## src/rtl/qcl_accum_frame_ctrl.sv

```systemverilog
// qcl_accum_frame_ctrl
//   Frame-sequenced accumulator. After an accepted start it sums exactly
//   len samples (len latched from cfg_len_i), presents the frame sum on a
//   valid/ready output, then idles or, in continuous mode, immediately
//   starts the next frame with the same length.
//
// Ports
//   clk_i, reset_ni    : clock (rising edge), asynchronous active-low reset
//   cfg_len_i          : frame length, latched only when a start is accepted
//   start_i            : start request, honoured only in IDLE with len != 0
//   cont_i             : continuous mode, sampled on the output handshake
//   clear_i            : synchronous abort to IDLE, highest priority
//   v_i, data_i        : sample stream in, consumed when v_i & ready_o
//   ready_o            : high while accumulating
//   v_o, sum_o         : frame sum out, held stable until v_o & ready_i
//   overflow_o         : sum wrapped during the frame, qualified by v_o
//   ready_i            : consumer accepts the sum
//   busy_o             : controller is not idle
//
// qcl_add_sub
//   Unsigned adder/subtractor with carry-out (borrow-not when subtracting).
//   Only the zero-latency combinational form is implemented.
//
// Ports
//   a_i, b_i           : operands
//   s_o                : a_i + b_i (or a_i - b_i), modulo 2^width_p
//   carry_o            : carry-out of the operation

module qcl_add_sub #(
    parameter int width_p          = 16,
    parameter int latency_p        = 0,
    parameter int is_add_not_sub_p = 1,
    parameter int harden_p         = 0
) (
    input  logic [width_p-1:0] a_i,
    input  logic [width_p-1:0] b_i,
    output logic [width_p-1:0] s_o,
    output logic               carry_o
);

    logic [width_p-1:0] b_eff;
    logic               cin;
    logic [width_p:0]   full;

    // Subtraction is a + ~b + 1, so carry_o then means "no borrow".
    if (is_add_not_sub_p != 0) begin : g_add
        assign b_eff = b_i;
        assign cin   = 1'b0;
    end else begin : g_sub
        assign b_eff = ~b_i;
        assign cin   = 1'b1;
    end

    if (latency_p == 0 && harden_p == 0) begin : g_generic
        assign full = {1'b0, a_i} + {1'b0, b_eff} + (width_p+1)'(cin);
    end else begin : g_fallback
        // No pipelined or hardened adder cell exists in this library, so the
        // same combinational sum is used to keep zero-latency behaviour.
        assign full = {1'b0, a_i} + {1'b0, b_eff} + (width_p+1)'(cin);
    end

    assign s_o     = full[width_p-1:0];
    assign carry_o = full[width_p];

endmodule

module qcl_accum_frame_ctrl #(
    parameter int width_p     = 16,
    parameter int sum_width_p = 24,
    parameter int len_width_p = 8,
    parameter int harden_p    = 0
) (
    input  logic                   clk_i,
    input  logic                   reset_ni,
    input  logic [len_width_p-1:0] cfg_len_i,
    input  logic                   start_i,
    input  logic                   cont_i,
    input  logic                   clear_i,
    input  logic                   v_i,
    input  logic [width_p-1:0]     data_i,
    output logic                   ready_o,
    output logic                   v_o,
    output logic [sum_width_p-1:0] sum_o,
    output logic                   overflow_o,
    input  logic                   ready_i,
    output logic                   busy_o
);

    typedef enum logic [1:0] {
        IDLE  = 2'd0,
        ACCUM = 2'd1,
        OUT   = 2'd2
    } state_e;

    state_e                 state_q, state_d;
    logic [sum_width_p-1:0] sum_q, sum_d;
    logic [len_width_p-1:0] cnt_q, cnt_d;
    logic [len_width_p-1:0] len_q, len_d;
    logic                   ovf_q, ovf_d;

    logic [sum_width_p-1:0] data_ext;
    logic [sum_width_p-1:0] add_sum;
    logic                   add_carry;
    logic [len_width_p-1:0] len_last;

    always_comb begin
        data_ext              = '0;
        data_ext[width_p-1:0] = data_i;
    end

    qcl_add_sub #(
        .width_p         (sum_width_p),
        .latency_p       (0),
        .is_add_not_sub_p(1),
        .harden_p        (harden_p)
    ) u_add (
        .a_i    (sum_q),
        .b_i    (data_ext),
        .s_o    (add_sum),
        .carry_o(add_carry)
    );

    // len_q is never 0 outside IDLE, so len_q - 1 cannot underflow where it is used.
    assign len_last = len_q - len_width_p'(1);

    always_comb begin
        state_d = state_q;
        sum_d   = sum_q;
        cnt_d   = cnt_q;
        len_d   = len_q;
        ovf_d   = ovf_q;

        if (clear_i) begin
            state_d = IDLE;
            sum_d   = '0;
            cnt_d   = '0;
            ovf_d   = 1'b0;
        end else begin
            case (state_q)
                IDLE: begin
                    if (start_i && (cfg_len_i != '0)) begin
                        len_d   = cfg_len_i;
                        sum_d   = '0;
                        cnt_d   = '0;
                        ovf_d   = 1'b0;
                        state_d = ACCUM;
                    end
                end
                ACCUM: begin
                    if (v_i) begin
                        sum_d = add_sum;
                        ovf_d = ovf_q | add_carry;
                        // Counter is cleared on the last sample so it never
                        // exceeds len - 1, even for the maximum frame length.
                        if (cnt_q == len_last) begin
                            cnt_d   = '0;
                            state_d = OUT;
                        end else begin
                            cnt_d = cnt_q + len_width_p'(1);
                        end
                    end
                end
                OUT: begin
                    if (ready_i) begin
                        if (cont_i) begin
                            sum_d   = '0;
                            cnt_d   = '0;
                            ovf_d   = 1'b0;
                            state_d = ACCUM;
                        end else begin
                            state_d = IDLE;
                        end
                    end
                end
                default: begin
                    state_d = IDLE;
                end
            endcase
        end
    end

    always_ff @(posedge clk_i or negedge reset_ni) begin
        if (!reset_ni) begin
            state_q <= IDLE;
            sum_q   <= '0;
            cnt_q   <= '0;
            len_q   <= '0;
            ovf_q   <= 1'b0;
        end else begin
            state_q <= state_d;
            sum_q   <= sum_d;
            cnt_q   <= cnt_d;
            len_q   <= len_d;
            ovf_q   <= ovf_d;
        end
    end

    // All outputs come straight from registers: no input-to-output paths.
    assign ready_o    = (state_q == ACCUM);
    assign v_o        = (state_q == OUT);
    assign busy_o     = (state_q != IDLE);
    assign sum_o      = sum_q;
    assign overflow_o = ovf_q;

endmodule

```

## config.mk

```make
export PLATFORM = sky130hd
export DESIGN_NAME = qcl_accum_frame_ctrl
export DESIGN_NICKNAME = d
export VERILOG_FILES = /design/src/rtl/qcl_accum_frame_ctrl.sv
export SDC_FILE = /design/constraint.sdc
export NUM_CORES = 1
export LEC_CHECK = 0
export BUFFER_PORTS_ARGS = -buffer_cell sky130_fd_sc_hd__buf_2
export CAP_MARGIN = 20
export CORE_MARGIN = 4
export CORE_UTILIZATION = 23
export DETAILED_ROUTE_END_ITERATION = 12
export PLACE_DENSITY = 0.38
export SLEW_MARGIN = 20
export SYNTH_ARGS = -nofsm -noshare
export SYNTH_HDL_FRONTEND = slang
export SYNTH_SLANG_ARGS = --single-unit
```

## constraint.sdc

```tcl
create_clock -name clk_i -period 2.7 [get_ports clk_i]
set_clock_uncertainty 0.15 [all_clocks]
set_input_delay 0.27 -clock clk_i [delete_from_list [all_inputs] [get_ports clk_i]]
set_output_delay 0.27 -clock clk_i [all_outputs]
set_load 0.1 [all_outputs]
```

==> results of run 1 <==
logic make-up after synthesis:
group                    Yosys count  synth area share, %
AO/OA/AOI/OAI                    116                 25.1
AND/OR/NAND/NOR                  124                 20.3
XOR/XNOR                          16                 4.41
buffers and inverters             30                 5.12
multiplexers                      10                 3.39
flip-flops                        43                 33.9
adder cells (fa/ha/maj)           19                 7.73
flip-flops by register name, summed over array words and instances (netlist names):
name        cells
state_q         2
len_q           8
overflow_o      1
cnt_q           8
sum_o          24
layer usage:
metal	track usage [%]	up-vias
met5	0	-
met1	15.9	1411
met3	3.03	7
met4	2.49	0
li1	-	1479
met2	19.0	46
through the flow:
stage | setup TNS, ns | hold WS (ns) | total power (W)
6_report | 0 | 0.0476 | 0.00217
4_1_cts | 0 | 0.0338 | 0.00221
5_1_grt | 0 | 0.0612 | 0.00231
3_5_place_dp | 0 | 0.254 | 0.00152
3_3_place_gp | 0 | 0.264 | 0.00152
2_1_floorplan | -0.0847 | -0.176 | 0.00133
worst min-delay path: cells and delay by family:
family                 cells  cell delay (ns)
buffers and inverters      1             0.09
AO/OA/AOI/OAI              1             0.06
AND/OR/NAND/NOR            1             0.04
Yosys cell counts (2+ instances only):
master      n  area, um^2
nand2_1    46         173
dfrtp_1    43        1080
a21oi_1    27         135
ha_1       18         225
inv_1      16        60.1
o21ai_0    15        75.1
nand3_1    13        65.1
nor2_1     10        37.5
xnor2_1    10        87.6
nor3_1      9        45.0
a31oi_1     8        50.1
or3_1       7        43.8
mux2_2      6        67.6
o21a_1      6        45.0
o31ai_1     6        45.0
xor2_1      6        52.6
a21o_1      5        37.5
nand2b_1    5        31.3
nand4_1     5        31.3
nor2b_1     5        31.3
nor4_1      5        31.3
o211ai_1    5        37.5
o21ai_1     5        25.0
o22ai_1     5        31.3
o41ai_1     5        43.8
and3_1      4        25.0
clkbuf_1    4        15.0
mux2i_1     4        40.0
o21bai_1    4        30.0
a2111o_1    3        33.8
a211o_1     3        26.3
a211oi_1    3        22.5
buf_6       3        33.8
nor3b_1     3        22.5
a211oi_2    2        25.0
a221o_1     2        20.0
a22oi_1     2        15.0
and4_1      2        17.5
buf_2       2        10.0
clkbuf_8    2        27.5
nor3_2      2        20.0
o2111ai_1   2        17.5
o211ai_2    2        25.0
timing repair:
item | 4_1_cts | 5_1_grt
pin swaps | 1 | 2
setup endpoints to repair | 2 | 5
resized for setup | 1 | 3
setup buffers | 0 | 1
hold buffers | 1 | 0
hold endpoints to repair | 28 | 0
report_power, final:
group	leakage, nW	switching [W]	internal (W)
Combinational	1.08	0.000490	0.000254
Clock	0.0772	0.000264	0.000395
Sequential	0.569	0.0000645	0.000698
worst paths after layout:
path / from / to
max: sum_o[0]$_DFFE_PN0P_ / overflow_o$_DFFE_PN0P_
max in group asynchronous: reset_ni / sum_o[16]$_DFFE_PN0P_
min reg2reg: sum_o[13]$_DFFE_PN0P_ / sum_o[13]$_DFFE_PN0P_
max reg2reg: sum_o[0]$_DFFE_PN0P_ / overflow_o$_DFFE_PN0P_
min: cfg_len_i[1] / len_q[1]$_DFFE_PN0P_
min in group asynchronous: reset_ni / sum_o[14]$_DFFE_PN0P_
area by class of cell:
cell class / count / area [um^2] / share of cell area [%]
Sequential cell: 43 / 1090 / 27.8
Tap cell: 176 / 220 / 5.63
Timing Repair Buffer: 76 / 428 / 10.9
Multi-Input combinational cell: 285 / 1960 / 50.1
Clock buffer: 8 / 156 / 4.00
Inverter: 16 / 60.1 / 1.54
==> impl_metrics.json, run 1 <==
{
  "antenna_found_initial": 0,
  "finalHoldViolations": 0,
  "crit_chain": "ha_2, fa_2, a211o_1, a211oi_4, o21ai_2, a31oi_1, buf_4, nor3_1, o21a_1",
  "period_needed_ns": 2.57,
  "clock.fmax_ghz": 0.389,
  "worstMarginPinSlew_ns": 0.765,
  "cts_root_buf": "clkbuf_16",
  "ys_async_sr_fraction_pct": 100,
  "fin_nets": 477,
  "p_per_area_nw_per_um2": 554,
  "detailedPlace.worstSlack_ns": 0.0140,
  "port_buffers": 58,
  "dpl_cell_area_um2": 3720,
  "critPathKind": "reg -> reg",
  "cp.arrival_ns": 2.60,
  "synth_edf_count": 0,
  "irDropWorstVdd_uv": 198,
  "rows": 42,
  "crit_buf_inv": 1,
  "path_clk_slew_ns": 0.06,
  "worst_slack_ns": 0.128,
  "grt_max_degree": 31,
  "wl_um": 9070,
  "highest_layer": "met4",
  "stdcell_area_um2": 3910,
  "hp-class": "in -> reg",
  "cpMaxStageDelayCell": "dfrtp_4",
  "core_region_area_um2": 13400,
  "yosysSeqAreaShare_pct": 33.9,
  "r2r_setup_slack_ns": 0.13,
  "rsz0062_at_grt": "false",
  "layout_commonest_cell": "buf_2",
  "cp.depth": 9,
  "worstSkewPairLatency_ns": 0.29,
  "cts_buffer_depth": 2,
  "route.met2.wl_um": 4210,
  "cts_tree": "done",
  "first_iter_violations": 131,
  "fin_util_pct": 29.2,
  "status": "complete, no violations",
  "reg2reg_depth": 9,
  "avgSynthCellArea_um2": 8.87,
  "num_antenna_cells": 0,
  "drive_gt1_share_pct": 25.7,
  "syn_area_um2": 3170,
  "worst-path-max-fanout": 5,
  "gp_congestion": 0.788,
  "vias_per_cell": 4.87,
  "min_period_over_period_pct": 95.3,
  "syn_nets": 408,
  "syn2layout_area_growth_pct": 23.3,
  "vias": 2943,
  "dpl.hpwl_um": 6850,
  "grtUsageTotal_pct": 11.8,
  "required_ns": 2.73,
  "holdPathStages": 3,
  "first_pass_iters": 4,
  "top_level_ports": 59,
  "ant_nets": 0,
  "max_stage_delay_ns": 0.48,
  "fillers": 1469,
  "slew-limit-headroom_pct": 49.0,
  "grt_overflow": 0,
  "synth_warnings": 0,
  "wl_met3_um": 368,
  "slew_violations": 0,
  "setup_viol": 0,
  "drc": 0,
  "first_global_vias": 2975,
  "ys_seq_elements": 43,
  "fp.dieH_um": 125,
  "dp_cells": 594,
  "grt_pass1_wl_um": 15300,
  "die_w_um": 125,
  "synth_cell_types": 61,
  "routedWlPerCell_um": 15.0,
  "synth_ff_type": "dfrtp_1",
  "p_leak_nw": 1.73,
  "clock_sinks": 43,
  "worst_setup_path_end_kind": "flop",
  "cpLargestDelayFamily": "compound AO/OA/AOI/OAI gates",
  "met1_length_um": 4400,
  "mostFrequentLayoutCells": "58 x buf_2, 46 x nand2_1, 37 x dfrtp_1, 27 x a21oi_1",
  "start_util_pct": 23.7,
  "htreeDepth": 2,
  "netlist_instances": 358,
  "start_kind": "flop",
  "final-instance-count-excl-fill": 604,
  "cts_buffers": 5,
  "die_area_um2": 15700,
  "cap_violations": 0
}
No activity file was read; power rests on OpenSTA's default activity.
==> run 2: changes to the inputs <==
==> constraint.sdc (replaced) <==
create_clock -name clk_i -period 3.3 [get_ports clk_i]
set_clock_uncertainty 0.15 [all_clocks]
set_input_delay 0.33 -clock clk_i [delete_from_list [all_inputs] [get_ports clk_i]]
set_output_delay 0.33 -clock clk_i [all_outputs]
set_load 0.1 [all_outputs]
==> impl_metrics.json, run 2 (synthesis results as in run 1) <==
{
  "status": "complete, no violations",
  "cts_resized": 0,
  "period_needed_ns": 2.76,
  "critPathKind": "reg -> reg",
  "cpMaxStageDelayCell": "fa_1",
  "fillers": 1488,
  "die_w_um": 125,
  "max_stage_delay_ns": 0.43,
  "vias": 2893,
  "grt_max_degree": 32,
  "clock_sinks": 43,
  "core_region_area_um2": 13400,
  "grtUsageTotal_pct": 11.5,
  "wl_um": 9000,
  "fp.dieH_um": 125,
  "switchingPower_w": 0.000670,
  "power_frac_clock_pct": 31.2,
  "clock.fmax_ghz": 0.363,
  "largest_reg_flops": 24,
  "first_iter_violations": 106,
  "crit_chain": "ha_1, fa_1, a211o_1, a211oi_2, o21ai_1, a31oi_1, o311ai_0, o41ai_1",
  "first_pass_iters": 4,
  "vias_per_cell": 4.88,
  "cts_root_buf": "clkbuf_16",
  "die_area_um2": 15700,
  "fin_util_pct": 28.4,
  "setup_viol": 0,
  "crit_end": "sum_o[20]$_DFFE_PN0P_",
  "layout_commonest_cell": "buf_2",
  "rows": 42,
  "worstMarginPinSlew_ns": 0.808,
  "rsz0062_at_grt": "false",
  "sequentialPowerShare_pct": 35.8,
  "mostFrequentLayoutCells": "58 x buf_2, 46 x nand2_1, 43 x dfrtp_1, 27 x a21oi_1, 18 x ha_1",
  "num_antenna_cells": 0,
  "cts_tree": "done",
  "grt_pass1_wl_um": 15000,
  "dp_cells": 584,
  "cts_buffers": 5,
  "irDropWorstVdd_uv": 165,
  "ant_nets": 0,
  "switching_share_pct": 38.2,
  "final-instance-count-excl-fill": 593,
  "routedWlPerCell_um": 15.2,
  "slew-limit-headroom_pct": 46.1,
  "fin_nets": 466,
  "cp.depth": 8,
  "finalHoldViolations": 0,
  "crit_start": "sum_o[0]$_DFFE_PN0P_",
  "worstSkewPairLatency_ns": 0.30,
  "min_period_over_period_pct": 83.6,
  "p_per_area_nw_per_um2": 461,
  "top_level_ports": 59,
  "drive_gt1_share_pct": 21.3,
  "grt_overflow": 0,
  "crit_buf_inv": 0,
  "hp-class": "in -> reg",
  "p_comb_share_pct": 33.0,
  "cts_buffer_depth": 2,
  "start_kind": "flop",
  "reg2reg_depth": 8,
  "dpl.hpwl_um": 6810,
  "cp.arrival_ns": 2.79,
  "worst-path-max-fanout": 5,
  "antenna_found_initial": 0,
  "path_clk_slew_ns": 0.07,
  "first_global_vias": 2902,
  "finalSetupTns_ns": 0,
  "worst_setup_path_end_kind": "flop",
  "slew_violations": 0,
  "drc": 0,
  "p_int_w": 0.00108,
  "holdPathStages": 3,
  "r2r-start": "sum_o[0]$_DFFE_PN0P_",
  "r2r_setup_slack_ns": 0.54,
  "required_ns": 3.33,
  "htreeDepth": 2,
  "syn2layout_area_growth_pct": 19.7,
  "rr_endpoint": "sum_o[20]$_DFFE_PN0P_",
  "cap_violations": 0,
  "p_leak_nw": 1.68,
  "gp_congestion": 0.749,
  "port_buffers": 58,
  "start_util_pct": 23.7,
  "cpLargestDelayFamily": "compound AO/OA/AOI/OAI gates"
}
## run 2: cell types whose count changed in the layout (fill, tap and decap cells not counted), sizes merged
cell  before  now
buf       75   64
## run 2: worst min path at each step
stage	start	endpoint
after floorplan	reset_ni	cnt_q[0]$_DFFE_PN0P_
after global placement	reset_ni	sum_o[13]$_DFFE_PN0P_
after detailed placement	reset_ni	sum_o[14]$_DFFE_PN0P_
after CTS	cfg_len_i[1]	len_q[1]$_DFFE_PN0P_
after global routing	cfg_len_i[0]	len_q[0]$_DFFE_PN0P_
final	cfg_len_i[1]	len_q[1]$_DFFE_PN0P_
## run 2: final cells by class
| cell class | instances | area, um^2 | area share, % |
|---|---|---|---|
| inverters | 16 | 60.1 | 1.58 |
| multi-input cells | 285 | 1940 | 51.1 |
| well taps | 176 | 220 | 5.79 |
| repair buffers | 65 | 345 | 9.08 |
| flip-flops and latches | 43 | 1080 | 28.3 |
| clock buffers | 8 | 156 | 4.11 |
## run 2: power groups by stage
stage / Sequential (W) / Clock (W) / Combinational [W]
2_1_floorplan: 0.000739 / 0 / 0.000343
3_3_place_gp: 0.000638 / 0 / 0.000580
3_5_place_dp: 0.000639 / 0 / 0.000582
4_1_cts: 0.000629 / 0.000575 / 0.000585
5_1_grt: 0.000636 / 0.000595 / 0.000638
6_report: 0.000628 / 0.000547 / 0.000579
## run 2: metrics by stage
stage | total power [W] | cell area, um^2 | worst slack [ns] | hold slack [ns]
global placement | 0.00122 | 3630 | 0.539 | 0.321
detailed placement | 0.00122 | 3630 | 0.482 | 0.326
global route | 0.00187 | 3800 | 0.368 | 0.107
floorplan | 0.00108 | 3170 | 0.243 | -0.116
CTS | 0.00179 | 3800 | 0.515 | 0.0920
finish | 0.00175 | 3800 | 0.542 | 0.103
## run 2: timing repair
action | in CTS | in global routing
hold endpoints to repair | 2 | 0
buffers inserted | 0 | 0
hold buffers | 1 | 0
## run 2: worst min-delay path: cells and delay by family
kind | cells | cell delay [ns]
buffers and inverters | 1 | 0.08
AO/OA/AOI/OAI | 1 | 0.06
AND/OR/NAND/NOR | 1 | 0.04
## run 2: metal layers
metal	vias to the layer above	global-route usage, %	part of all wire [%]
li1	1450	-	-
met1	1382	15.4	48
met2	55	18.6	46
met3	6	3.33	4.3
met4	0	2.49	0.96
met5	-	0	0
